[src/rtl/perf_counter_pkg.sv]
// Shared types and helpers for the transfer performance counter bank.
// Counter widths up to MAX_CNT_W bits are supported by the saturating increment.
package perf_counter_pkg;

   typedef enum logic {
      WAIT     = 1'b0,
      COUNTING = 1'b1
   } state_t;

   localparam int MAX_CNT_W = 128;

   // Increment that sticks at the all-ones value of a width-bit counter instead of wrapping.
   function automatic logic [MAX_CNT_W-1:0] sat_inc(input logic [MAX_CNT_W-1:0] value,
                                                    input int unsigned width);
      logic [MAX_CNT_W-1:0] all_ones;
      if (width >= MAX_CNT_W) begin
         all_ones = '1;
      end else begin
         all_ones = (MAX_CNT_W'(1) << width) - MAX_CNT_W'(1);
      end
      return (value >= all_ones) ? value : value + MAX_CNT_W'(1);
   endfunction

endpackage

[src/rtl/perf_counter_channel.sv]
// One transfer measurement channel: WAIT/COUNTING state machine plus
// saturating cycle, idle and beat counters with sticky saturation flag.
module perf_counter_channel
   import perf_counter_pkg::*;
#(
   parameter int CNT_W = 64
) (
   input  logic             clk,
   input  logic             rst_n,
   input  logic             clear,
   input  logic             hs,
   input  logic             last,
   output logic [CNT_W-1:0] cycles,
   output logic [CNT_W-1:0] idle_cycles,
   output logic [CNT_W-1:0] beats,
   output logic             busy,
   output logic             done,
   output logic             saturated
);

   state_t state;
   state_t state_next;

   logic [CNT_W-1:0] cycles_next;
   logic [CNT_W-1:0] idle_next;
   logic [CNT_W-1:0] beats_next;
   logic             done_next;
   logic             sat_next;

   function automatic logic [CNT_W-1:0] inc(input logic [CNT_W-1:0] value);
      return CNT_W'(sat_inc(MAX_CNT_W'(value), CNT_W));
   endfunction

   always_ff @(posedge clk) begin
      if (!rst_n || clear) begin
         state <= WAIT;
      end else begin
         state <= state_next;
      end
   end

   always_comb begin
      state_next = state;
      case (state)
         WAIT:     if (hs && !last) state_next = COUNTING;
         COUNTING: if (hs && last)  state_next = WAIT;
         default:  state_next = WAIT;
      endcase
   end

   // Counters hold in WAIT so the last transfer's results stay readable.
   always_comb begin
      cycles_next = cycles;
      idle_next   = idle_cycles;
      beats_next  = beats;
      sat_next    = saturated;
      done_next   = 1'b0;
      case (state)
         WAIT: begin
            if (hs) begin
               cycles_next = CNT_W'(1);
               beats_next  = CNT_W'(1);
               idle_next   = '0;
               sat_next    = 1'b0;
               done_next   = last;
            end
         end
         COUNTING: begin
            cycles_next = inc(cycles);
            if (hs) begin
               beats_next = inc(beats);
            end else begin
               idle_next = inc(idle_cycles);
            end
            sat_next  = saturated | (&cycles_next) | (&beats_next) | (&idle_next);
            done_next = hs && last;
         end
         default: ;
      endcase
   end

   always_ff @(posedge clk) begin
      if (!rst_n || clear) begin
         cycles      <= '0;
         idle_cycles <= '0;
         beats       <= '0;
         saturated   <= 1'b0;
         done        <= 1'b0;
      end else begin
         cycles      <= cycles_next;
         idle_cycles <= idle_next;
         beats       <= beats_next;
         saturated   <= sat_next;
         done        <= done_next;
      end
   end

   assign busy = (state == COUNTING);

endmodule

[src/rtl/perf_counter_bank.sv]
// Bank of N_CH independent transfer performance counters.
// Define PERF_CNT_SNAPSHOT_EN to add atomic snapshot shadow registers.
module perf_counter_bank
   import perf_counter_pkg::*;
#(
   parameter int N_CH  = 4,
   parameter int CNT_W = 64
) (
   input  logic                  clk,
   input  logic                  rst_n,
   input  logic                  clear,
   input  logic [N_CH-1:0]       is_handshake,
   input  logic [N_CH-1:0]       is_last,
   output logic [N_CH*CNT_W-1:0] cycles,
   output logic [N_CH*CNT_W-1:0] idle_cycles,
   output logic [N_CH*CNT_W-1:0] beats,
   output logic [N_CH-1:0]       busy,
   output logic [N_CH-1:0]       done,
   output logic [N_CH-1:0]       saturated
`ifdef PERF_CNT_SNAPSHOT_EN
   ,
   input  logic                  snapshot,
   output logic [N_CH*CNT_W-1:0] snap_cycles,
   output logic [N_CH*CNT_W-1:0] snap_idle_cycles,
   output logic [N_CH*CNT_W-1:0] snap_beats,
   output logic                  snap_valid
`endif
);

   for (genvar g = 0; g < N_CH; g++) begin : g_ch
      perf_counter_channel #(
         .CNT_W(CNT_W)
      ) u_channel (
         .clk         (clk),
         .rst_n       (rst_n),
         .clear       (clear),
         .hs          (is_handshake[g]),
         .last        (is_last[g]),
         .cycles      (cycles[g*CNT_W +: CNT_W]),
         .idle_cycles (idle_cycles[g*CNT_W +: CNT_W]),
         .beats       (beats[g*CNT_W +: CNT_W]),
         .busy        (busy[g]),
         .done        (done[g]),
         .saturated   (saturated[g])
      );
   end

`ifdef PERF_CNT_SNAPSHOT_EN
   // Shadows capture the registered live values, i.e. what is displayed during the snapshot cycle.
   always_ff @(posedge clk) begin
      if (!rst_n || clear) begin
         snap_cycles      <= '0;
         snap_idle_cycles <= '0;
         snap_beats       <= '0;
         snap_valid       <= 1'b0;
      end else if (snapshot) begin
         snap_cycles      <= cycles;
         snap_idle_cycles <= idle_cycles;
         snap_beats       <= beats;
         snap_valid       <= 1'b1;
      end
   end
`endif

endmodule

[config.mk]
export PLATFORM = sky130hd
export DESIGN_NAME = perf_counter_bank
export DESIGN_NICKNAME = d
export VERILOG_FILES = /design/src/rtl/perf_counter_pkg.sv /design/src/rtl/perf_counter_channel.sv /design/src/rtl/perf_counter_bank.sv
export SDC_FILE = /design/constraint.sdc
export NUM_CORES = 2
export LEC_CHECK = 0
export ABC_CLOCK_PERIOD_IN_PS = 2900
export CAP_MARGIN = 20
export CORE_ASPECT_RATIO = 0.9
export CORE_MARGIN = 2
export CORE_UTILIZATION = 45
export CTS_CLUSTER_SIZE = 40
export DETAILED_ROUTE_END_ITERATION = 12
export DONT_BUFFER_PORTS = 1
export GPL_ROUTABILITY_DRIVEN = 0
export MAX_ROUTING_LAYER = met4
export PLACE_DENSITY = 0.73
export SYNTH_ARGS = -nofsm -noshare
export SYNTH_HDL_FRONTEND = slang
export SYNTH_SLANG_ARGS = --single-unit
[constraint.sdc]
create_clock -name clk -period 2.9 [get_ports clk]
set_clock_uncertainty 0.05 [all_clocks]
set_input_delay 0.29 -clock clk [delete_from_list [all_inputs] [get_ports clk]]
set_output_delay 0.29 -clock clk [all_outputs]
set_load 0.01 [all_outputs]
# After elaboration in Yosys (flattened, before gate mapping)
# Index checks and enable logic that the tools add are counted.
[classes] bitwise=16 eq_ne=4 n_mux=96 n_reduce_logical=26 magnitude_cmp=12 addsub=12
[op_table] op="$mux 128" n=20
[op_table] op="$mux 64" n=36
[op_table] op="$ge 64x128->1" n=12
[op_table] op="$pmux 64 s2" n=12
[op_table] op="$add 64x1->64 const B" n=12
[op_table] op="$reduce_and 64->1" n=12
[op_table] op="$pmux 1 s2" n=12
[op_table] op="$mux 1" n=16
[op_table] op="$or 1x1->1" n=12
[op_table] op="$logic_and 1x1->1" n=8
[op_table] op="$ne 2x2->1 const B" n=4
[op_table] op="$logic_not 1->1" n=5
[op_table] op="$not 1->1" n=4
[op_table] op="$logic_or 1x1->1" n=1
[word_totals] regBits=780

# Depth between registers and ports, before layout
[logic_depth] ltp_word=10 ltp_mapped=14 ltp_nobuf=11

# By module
# A second synthesis with hierarchy kept.
[unflattened] cells_unflattened=7700 area_unflattened_um2=56494.2
[modules_own_cells] module="perf_counter_channel" cells_per_inst=1925 n_inst=4 area_per_inst_um2=14123.5

# Worst setup path after synthesis
# OpenSTA, ideal clock, no wires.
[synth_path] path_type="register -> register" start="register g_ch[1].u_channel.idle_cycles[0]" end="register g_ch[1].u_channel.saturated" t_arrival_ns=3.088 synth_period_minus_slack_ns=3.225 path_stages_with_launch=14 slack_ns=-0.325 setup_ns=0.087 path_cell_list="dfxtp_1 ha_1 nand4_2 nor4_2 and3_1 clkbuf_1 a21oi_1 buf_2 a21oi_1 o2111ai_1 or3_1 nor4_1 a41oi_1 o31ai_1"
[synth_between] elab_chain_len=7
[synth_rtl] item="start, declared" line_no="perf_counter_channel.sv:14" text="output logic [CNT_W-1:0] idle_cycles,"
[synth_rtl] item="start signal, assigned" line_no="perf_counter_channel.sv:91" text="idle_cycles <= idle_next;"
[synth_rtl] item="$ge 64x128->1 or $add 64x1->64 (tied branches)" line_no="perf_counter_pkg.sv:21" text="return (value >= all_ones) ? value : value + MAX_CNT_W'(1);"
[synth_rtl] item="$mux 64" line_no="perf_counter_pkg.sv:21"
[synth_rtl] item="$mux 64 (*)" line_no="perf_counter_channel.sv:70" text="if (hs) begin"
[synth_rtl] item="$mux 64 (*)" line_no="perf_counter_channel.sv:58" text="case (state)"
[synth_rtl] item="$reduce_and 64->1 (*)" line_no="perf_counter_channel.sv:75" text="sat_next = saturated | (&cycles_next) | (&beats_next) | (&idle_next);"
[synth_rtl] item="$or 1x1->1 (*)" line_no="perf_counter_channel.sv:75"
[synth_rtl] item="$pmux 1 s2 (*)" line_no="perf_counter_channel.sv:58"
[synth_rtl] item="end signal, assigned" line_no="perf_counter_channel.sv:93" text="saturated <= sat_next;"
[synth_rtl] item="end, declared" line_no="perf_counter_channel.sv:18" text="output logic saturated"
# Mark *: on every way between the ends. The rest lies on a longest branch, timed or not. The select of a mux whose other input is x is not followed.
# A chain may end at the register's enable or synchronous reset.

# Worst setup path after layout
[layout_path] start="register g_ch[2].u_channel.beats[58]" end="register g_ch[2].u_channel.saturated"
[layout_between] elab_chain_len=8
[layout_rtl] item="start, declared" line_no="perf_counter_channel.sv:15" text="output logic [CNT_W-1:0] beats,"
[layout_rtl] item="start signal, assigned" line_no="perf_counter_channel.sv:92" text="beats <= beats_next;"
[layout_rtl] item="$ge 64x128->1 or $add 64x1->64 (tied branches)" line_no="perf_counter_pkg.sv:21"
[layout_rtl] item="$mux 64" line_no="perf_counter_pkg.sv:21"
[layout_rtl] item="$mux 64 (*)" line_no="perf_counter_channel.sv:70"
[layout_rtl] item="$mux 64 (*)" line_no="perf_counter_channel.sv:58"
[layout_rtl] item="$reduce_and 64->1 (*)" line_no="perf_counter_channel.sv:75"
[layout_rtl] item="$or 1x1->1 (*) (2 in series)" line_no="perf_counter_channel.sv:75"
[layout_rtl] item="$pmux 1 s2 (*)" line_no="perf_counter_channel.sv:58"
[layout_rtl] item="end signal, assigned" line_no="perf_counter_channel.sv:93"
[layout_rtl] item="end, declared" line_no="perf_counter_channel.sv:18"
# Marks and branches as above.

==> reports/summary.txt <==
Status: finished with violations
Failing checks: negative setup slack
Tot GR Track Use: 38.9%
Worst-Margin Slew: 1.10 ns
Crit path buffers/inverters: 3
R2R setup slack: -0.77 ns
Asr flop ratio synth: 0%
CTS tree: built
Routed length per instance: 23.6 µm
CP Data Required Time: 3.49 ns
CP Max Fanout: 17
Clock Sinks: 780
Nets: 8880
Antenna violations before repair: 12
Worst R2R End: g_ch[2].u_channel.saturated$_SDFFE_PP0P_
Root buf cell: clkbuf_16
Crit-path leading delay family: simple AND/OR/NAND/NOR gates
Crit Path Class: register to register
Part of the cycle the worst path needs: 127%
FF+latch count, synth: 780
H-tree depth: 3
P per Cell Area: 326 nW/µm²
Vias: 68800
Die height: 330 µm
Vias in the first global route: 62600
Fillers: 9545
Setup-failing EPs final: 8
Total grt overflow: 0
Slowest CP cell: xor2_1
Netlist cell types: 103
Hold Slack: 0.0237 ns
Worst path max stage delay: 0.60 ns
Max Transition Viols Final: 0
First-pass GRT wire length: 366 mm
Clock buffer count from CTS: 92
DRC Markers: 0
Max-cap violations: 0
Average size of a mapped cell: 7.33 µm²
Reg clk slew, reported paths: 0.06 ns
Critical Path Source Type: register
Leakage: 27.7 nW
Die Span X: 366 µm
Gr busiest metal: met2
Post-Syn Area: 53100 µm²
Seq/Total Area, Yosys: 29.4%
First drt pass iteration count: 12
PortBufs: 0
Yosys warns: 0
Crit path depth: 13
I/O pin total: 791
Main synth FF type: dfxtp_1
Critical Path End Type: register
Slew HR: 26.5%
RSZ-0062 raised after global routing: yes
Core area: 117000 µm²
Worst slack at placement: -0.634 ns
Iter 0 DRT Violations: 10500
Crit. Startpoint: g_ch[2].u_channel.beats[58]$_SDFFE_PP0P_
Met2 Usage GRT: 55.8%
Grt met3 use: 14.9%
Worst path cell trace: nand4_1, buf_4, nor4_2, buf_4, nand4_1, o21ai_2, buf_4, nor3_1, xor2_1, nand4b_1, nor4_2, nand4_1, o211ai_1
Post-synth EDFFs: 0
Max clock buf depth: 3
Period minus WS final: 3.67 ns
Crit Reg-Reg Startpoint: g_ch[2].u_channel.beats[58]$_SDFFE_PP0P_
Final ANT Viol Nets: 0
Critical path data arrival time: 4.26 ns
Area grow syn2layout: 39.4%
Die area: 121000 µm²
Final setup margin: -0.773 ns
Syn_nets: 7269
Fraction of layout instances using a drive strength above 1: 30.4%
Starting Density: 45.4%
Met1 usage: 45.6%
Final WL: 248 mm
F_max: 0.272 GHz
Cells on worst reg2reg path: 13
DP HPWL: 179 mm
Cell Rows: 119
Max IR drop VDD: 0.000524 V
Largest net degree at the start of global routing: 187
CP Capture Point: g_ch[2].u_channel.saturated$_SDFFE_PP0P_
Final Hold Fails: 0
Cells after Synth: 7246
Avg Vias per Cell: 6.54
Later-pin clock latency in the skew report: 0.72 ns
Class of the worst hold path: primary input to register
## sequential cells by signal, indices dropped and copies added (netlist names), named ones only
| register | count |
|---|---|
| g_ch.u_channel.saturated | 4 |
| g_ch.u_channel.done | 4 |
| g_ch.u_channel.idle_cycles | 256 |
| g_ch.u_channel.cycles | 256 |
| g_ch.u_channel.beats | 256 |
## layer usage
| metal | wire length (µm) | share of wire [%] |
|---|---|---|
| met1 | 88100 | 36 |
| met2 | 102000 | 41 |
| met3 | 38200 | 15 |
| met4 | 19700 | 7.9 |
| met5 | 0 | 0 |
## logic make-up after synthesis
group	after synthesis	synth area share (%)
buffers and inverters	668	5.06
AO/OA/AOI/OAI	1514	19.2
flip-flops	780	29.4
AND/OR/NAND/NOR	3638	35.6
multiplexers	24	0.476
XOR/XNOR	610	10.1
adder cells (fa/ha/maj)	12	0.283
## layout make-up
type	count	area, µm²	share of cell area [%]
inverters	84	318	0.429
flip-flops and latches	780	15800	21.3
diodes	18	45.0	0.0608
clock inverters	40	433	0.584
multi-input cells	5798	36600	49.4
well taps	1573	1970	2.66
repair buffers	2101	16200	21.9
clock buffers	131	2700	3.64
## worst min path at each step
stage / start / end / slack (ns) / cells past startpoint
2_1_floorplan: is_last[2] / register / 0.34 / 1
3_3_place_gp: is_last[1] / register / 0.34 / 1
3_5_place_dp: is_last[2] / register / 0.34 / 1
4_1_cts: is_handshake[0] / g_ch[0].u_channel.idle_cycles[14]$_SDFFE_PP0P_ / 0.001 / 5
5_1_grt: is_handshake[0] / g_ch[0].u_channel.beats[60]$_SDFFE_PP0P_ / 0.03 / 5
6_report: is_handshake[0] / g_ch[0].u_channel.beats[60]$_SDFFE_PP0P_ / 0.02 / 5
## cells in the final DEF, fill, tap and decap left out, types with 238 or more instances in the layout
cell type  count
nor3_1       238
xnor2_1      335
xor2_1       252
nand3_1      382
a21oi_1      320
nand2_1      631
a22oi_1      457
dfxtp_1      661
nor2_1       937
buf_4       2031
nand4_1      388
## synth_stat cells, types with 32 or more instances
library cell  count  area (µm²)
a31oi_1          74         463
a211oi_1         41         308
xor2_1          260        2280
buf_2            76         380
clkbuf_1        435        1630
dfxtp_1         780       15600
o21ai_0         230        1150
nor3b_1          32         240
inv_1            80         300
o211ai_1         52         390
or4_1            57         428
nor3_1          269        1350
a311oi_1         36         315
a21oi_1         325        1630
and2_1          100         626
nand2_1         642        2410
xnor2_1         350        3070
nor4_1          163        1020
nand3_1         399        2000
and4_1          133        1160
nor2_1          958        3600
or3_1            73         457
a22oi_1         460        3450
o21a_1           39         293
buf_1            43         161
nand4_1         388        2430
nand3b_1         43         323
and3_1          173        1080
## tightest hold or removal path, delay by kind of cell
kind,cells,cell delay (ns)
simple gates,3,0.24
buf+inv,1,0.14
compound gates,1,0.06
## where the power goes
part | internal, mW | switching [mW] | total, mW
Combinational | 0.276 | 0.916 | 1.19
Clock | 7.05 | 5.20 | 12.2
Sequential | 10.7 | 0.0134 | 10.7
## timing repair
| action | in CTS | in global routing |
|---|---|---|
| endpoints found under the setup margin | 19 | 55 |
| pin swaps | 96 | 124 |
| endpoints found under the hold margin | 128 | 0 |
| resized for setup | 169 | 221 |
| setup buffers | 52 | 48 |
| hold buffers | 24 | 0 |
| cloned | 1 | 1 |
## per-stage QoR
stage / setup TNS, ns / std cells / util (%) / cell area (µm²) / power (mW)
global route: -3.57 / 10500 / 63.3 / 74100 / 24.7
floorplan: -0.149 / 7246 / - / 53700 / 11.6
CTS: -0.961 / 10500 / 62.2 / 72700 / 24.1
global placement: -1.86 / 10200 / 58.3 / 68200 / 12.0
finish: -2.21 / 10500 / 63.3 / 74100 / 24.2
detailed placement: -2.22 / 10200 / 58.3 / 68200 / 12.0
Note: power is estimated with default switching activity, not from simulation.
